===== config.mk =====
export PLATFORM = sky130hd
export DESIGN_NAME = gpio_uart_tx
export DESIGN_NICKNAME = d
export VERILOG_FILES = /design/src/rtl/gpio_uart_tx.sv
export SDC_FILE = /design/constraint.sdc
export NUM_CORES = 1
export LEC_CHECK = 0
export ABC_AREA = 1
export CAP_MARGIN = 10
export CORE_MARGIN = 4
export CORE_UTILIZATION = 57
export DETAILED_ROUTE_END_ITERATION = 6
export GPL_TIMING_DRIVEN = 0
export PLACE_DENSITY = 0.75
export SYNTH_ARGS = -nofsm -noshare
export SYNTH_HDL_FRONTEND = slang
export SYNTH_SLANG_ARGS = --single-unit

===== constraint.sdc =====
create_clock -name clk -period 8.2 [get_ports clk]
set_clock_uncertainty 0.1 [all_clocks]
set_input_delay 1.23 -clock clk [delete_from_list [all_inputs] [get_ports clk]]
set_output_delay 1.23 -clock clk [all_outputs]
set_load 0.005 [all_outputs]

===== src/rtl/gpio_uart_tx.sv =====
// rtl/gpio_uart_tx.sv - GPIO byte capture FIFO feeding a UART 8N1 transmitter
module gpio_uart_tx #(
  parameter int CLKS_PER_BIT = 434,
  parameter int FIFO_DEPTH   = 16
) (
  input  logic                          clk,
  input  logic                          rst_n,
  input  logic [7:0]                    gpio_data,
  input  logic                          gpio_en,
  input  logic                          gpio_we,
  input  logic                          overflow_clr,
  output logic                          tx,
  output logic                          busy,
  output logic                          tx_done,
  output logic [$clog2(FIFO_DEPTH):0]   fifo_count,
  output logic                          overflow
);

  localparam int AW = $clog2(FIFO_DEPTH);
  localparam int CW = AW + 1;
  localparam int BW = $clog2(CLKS_PER_BIT);
  localparam logic [BW-1:0] BAUD_LAST  = BW'(CLKS_PER_BIT - 1);
  localparam logic [CW-1:0] FULL_COUNT = CW'(FIFO_DEPTH);

  typedef enum logic [1:0] {IDLE, START, DATA, STOP} state_t;

  logic [7:0]    mem [FIFO_DEPTH];
  logic [AW-1:0] wr_ptr;
  logic [AW-1:0] rd_ptr;

  state_t        state;
  logic [BW-1:0] baud_cnt;
  logic [2:0]    bit_idx;
  logic [7:0]    shift;

  logic push_req;
  logic full;
  logic push;
  logic pop;
  logic baud_end;

  // Full is judged on the registered count, so a same-cycle pop never frees a slot
  always_comb begin
    push_req = gpio_we & gpio_en;
    full     = (fifo_count == FULL_COUNT);
    push     = push_req & ~full;
    baud_end = (baud_cnt == BAUD_LAST);
    pop      = (fifo_count != '0) &&
               ((state == IDLE) || ((state == STOP) && baud_end));
  end

  always_ff @(posedge clk) begin
    if (push) begin
      mem[wr_ptr] <= gpio_data;
    end
  end

  always_ff @(posedge clk or negedge rst_n) begin
    if (!rst_n) begin
      wr_ptr     <= '0;
      rd_ptr     <= '0;
      fifo_count <= '0;
      overflow   <= 1'b0;
    end else begin
      if (push) begin
        wr_ptr <= wr_ptr + AW'(1);
      end
      if (pop) begin
        rd_ptr <= rd_ptr + AW'(1);
      end
      fifo_count <= fifo_count + CW'(push) - CW'(pop);
      if (push_req && full) begin
        overflow <= 1'b1;
      end else if (overflow_clr) begin
        overflow <= 1'b0;
      end
    end
  end

  // tx is driven from the current state, so the line trails the state by one cycle
  always_ff @(posedge clk or negedge rst_n) begin
    if (!rst_n) begin
      state    <= IDLE;
      baud_cnt <= '0;
      bit_idx  <= '0;
      shift    <= '0;
      tx       <= 1'b1;
      busy     <= 1'b0;
      tx_done  <= 1'b0;
    end else begin
      tx_done <= 1'b0;
      case (state)
        IDLE: begin
          tx <= 1'b1;
          if (pop) begin
            shift    <= mem[rd_ptr];
            baud_cnt <= '0;
            busy     <= 1'b1;
            state    <= START;
          end
        end
        START: begin
          tx <= 1'b0;
          if (baud_end) begin
            baud_cnt <= '0;
            bit_idx  <= '0;
            state    <= DATA;
          end else begin
            baud_cnt <= baud_cnt + BW'(1);
          end
        end
        DATA: begin
          tx <= shift[0];
          if (baud_end) begin
            baud_cnt <= '0;
            shift    <= shift >> 1;
            bit_idx  <= bit_idx + 3'd1;
            if (bit_idx == 3'd7) begin
              state <= STOP;
            end
          end else begin
            baud_cnt <= baud_cnt + BW'(1);
          end
        end
        STOP: begin
          tx <= 1'b1;
          if (baud_end) begin
            tx_done  <= 1'b1;
            baud_cnt <= '0;
            if (pop) begin
              shift <= mem[rd_ptr];
              state <= START;
            end else begin
              busy  <= 1'b0;
              state <= IDLE;
            end
          end else begin
            baud_cnt <= baud_cnt + BW'(1);
          end
        end
        default: begin
          busy  <= 1'b0;
          state <= IDLE;
        end
      endcase
    end
  end

endmodule


==> qor.yml <==
outcome:
  status: "finished clean"
clock_tree:
  cts_resized: 0
  cts_tree: "built"
  ctsRootBufferMaster: "clkbuf_16"
  clk_latency_ns: 0.44
  numCtsBuffers: 17
  clk_pin_slew_ns: 0.07
  cts_max_level: 4
  hold_buffers: 0
  post_cts_buffers: 0
  clock_sinks: 167
  cts_buffer_depth: 2
timing:
  tightest_slew_ns: 0.941
  finalHoldViolations: 0
  period_minus_slack_ns: 3.10
  setup_ws_ns: 5.10
  rsz0062_at_grt: "false"
  fin_tns_setup_ns: 0
  timing.slew.headroom: 0.370
  max_freq_ghz: 0.323
  fin_crit_sh: 0.378
  finalMaxSlewViolations: 0
  finalSetupViolCount: 0
cells_and_area:
  design_area_mm2: 0.00838
  final_common_cell: "edfxtp_1"
  antenna_cells: 0
  synthToLayoutAreaGrowth_pct: 13.4
  nFillCells: 937
  layout-drive-gt1-share: 0.0926
  layout_common_cells: "128 x edfxtp_1, 122 x nand2_1, 109 x nor2_1"
  finalNetCount: 766
  layoutNonFillerInstCount: 917
die:
  dieArea_mm2: 0.0149
  die_height_um: 122
  fp.dieW_um: 122
  initial_core_util: 0.583
  std_cell_rows: 41
  coreArea_mm2: 0.0127
  io_pins: 22
critical_path:
  cp-end-kind: "register"
  worstPathMaxFanout: 4
  setup.worst_path.class: "in -> reg"
  arrival_ns: 3.31
  cp.required_ns: 8.41
  worst_setup_path_start_kind: "input pin"
synthesis:
  postSynthAreaPerCell_um2: 10.7
  synth_top_area_frac: 0.520
  synth_top_area_cell: "edfxtp_1"
  syn_area_mm2: 0.00739
  yosysWarnings: 0
  synthDistinctLibCells: 36
  syn_nets: 726
  synth-seq-area-share: 0.652
  synth_area_leaders: "edfxtp_1 52%, dfrtp_1 13%, nand2_1 6.2%"
  ys_ff_latch: 167
  syn_inst: 692
placed_design:
  dpl-instance-area_mm2: 0.00781
  io_buffers: 21
  dp_slack_ns: 4.67
  gp_congestion: 0.954
  dp_cells: 885
  dpl.hpwl_mm: 11.2
power_and_ir_drop:
  leakagePower_nw: 3.39
  ir_drop_uv: 221
  power_density_mw_per_mm2: 236
grt:
  grt_pass1_wl_mm: 25.8
  grt_max_degree: 40
  grtUsageTotal: 0.238
  grt.overflow.total: 0
  grt_pass1_vias: 4784
  antenna_found_initial: 0
route:
  vias_per_cell: 5.56
  drt-initial-drc-count: 727
  ant_nets: 0
  wirelength_mm: 16.7
  vias: 5097
  dr.pass1.iters: 5
  drc: 0
  wl_per_cell_um: 18.2
hold_path:
  hold_path_class: "reg -> reg"
flow_run:
  maxCapViolCount: 0
metal layers:
metal / vias up / wire length [um] / track usage
met3: 21 / 1590 / 0.0585
met2: 226 / 8190 / 0.384
met4: 0 / 261 / 0.0791
met1: 2435 / 6680 / 0.321
met5: - / 0 / 0
li1: 2415 / - / -
worst max-delay path, stage by stage:
cell and delay [ns]:
clkdlybuf4s50_1 0.46, nand2_1 0.06, inv_1 0.05, nand2_1 0.11, ha_1 0.32, inv_1 0.05
ha_1 0.15, inv_1 0.05, fa_1 0.39, o21ai_0 0.19, a21oi_1 0.10, xor2_1 0.14
cell usage after synthesis, drive strengths merged:
library cell,n
nand2,130
edfxtp,128
nor2,112
nand3,65
inv,62
o21ai,55
dfrtp,38
ha,20
buf,16
o211ai,14
a21oi,11
clkbuf,11
xor2,9
nand4,6
clkinv,3
o22ai,3
a21boi,1
dfstp,1
fa,1
nor3,1
nor3b,1
o21a,1
o21bai,1
or2,1
xnor2,1
report_power, final:
part | leakage, nW | switching [mW] | internal, mW | total (mW)
Combinational | 1.49 | 0.129 | 0.0816 | 0.210
Sequential | 1.63 | 0.0328 | 0.971 | 1.00
Clock | 0.267 | 0.361 | 0.401 | 0.762
Total | 3.39 | 0.523 | 1.45 | 1.98
logic make-up (layout without fill, tap and decap cells):
kind of cell	Yosys count	after routing	share of synthesized area
adders and majority gates	21	21	0.0366
buffers and inverters	92	145	0.0504
AOI/OAI and AO/OA	86	86	0.0665
DFF	167	167	0.652
and+or+nand+nor	316	316	0.182
xor gates and xnor gates	10	10	0.0119
metrics by stage:
step | power (mW) | util | hold WS [ns]
floorplan | 1.14 | - | 0.349
global placement | 1.21 | 0.617 | 0.362
detailed placement | 1.23 | 0.616 | 0.375
CTS | 1.98 | 0.661 | 0.393
global route | 2.06 | 0.661 | 0.416
finish | 1.98 | 0.661 | 0.390
layout make-up:
class,count,area (um^2),share of cell area
clock buffers,18,429,0.0512
plain buffers,27,129,0.0154
flip-flops and latches,167,4820,0.575
well taps,172,215,0.0257
inverters,65,244,0.0291
multi-input cells,433,2200,0.262
clock inverters,14,139,0.0166
repair buffers,21,205,0.0245
sequential cells by signal, indices dropped and copies added, names as in the netlist:
register / flops
rd_ptr: 4
tx_done: 1
wr_ptr: 4
shift: 8
bit_idx: 3
state: 2
overflow: 1
baud_cnt: 9
busy: 1
mem: 128
fifo_count: 5
tx: 1
path summary, 6_finish.rpt:
path                                   from       endpoint  slack, ns  depth (start not counted)
worst max-delay path                gpio_en  fifo_count[4]       5.10                         12
worst min-delay path               shift[5]       shift[5]       0.39                          2
worst max register to register  baud_cnt[1]  fifo_count[4]       5.25                         14
worst min register to register     shift[5]       shift[5]       0.39                          2
max in group asynchronous             rst_n  fifo_count[2]       6.62                          1
min in group asynchronous             rst_n       shift[6]       0.82                          1
(Power assumes the default switching activity.)
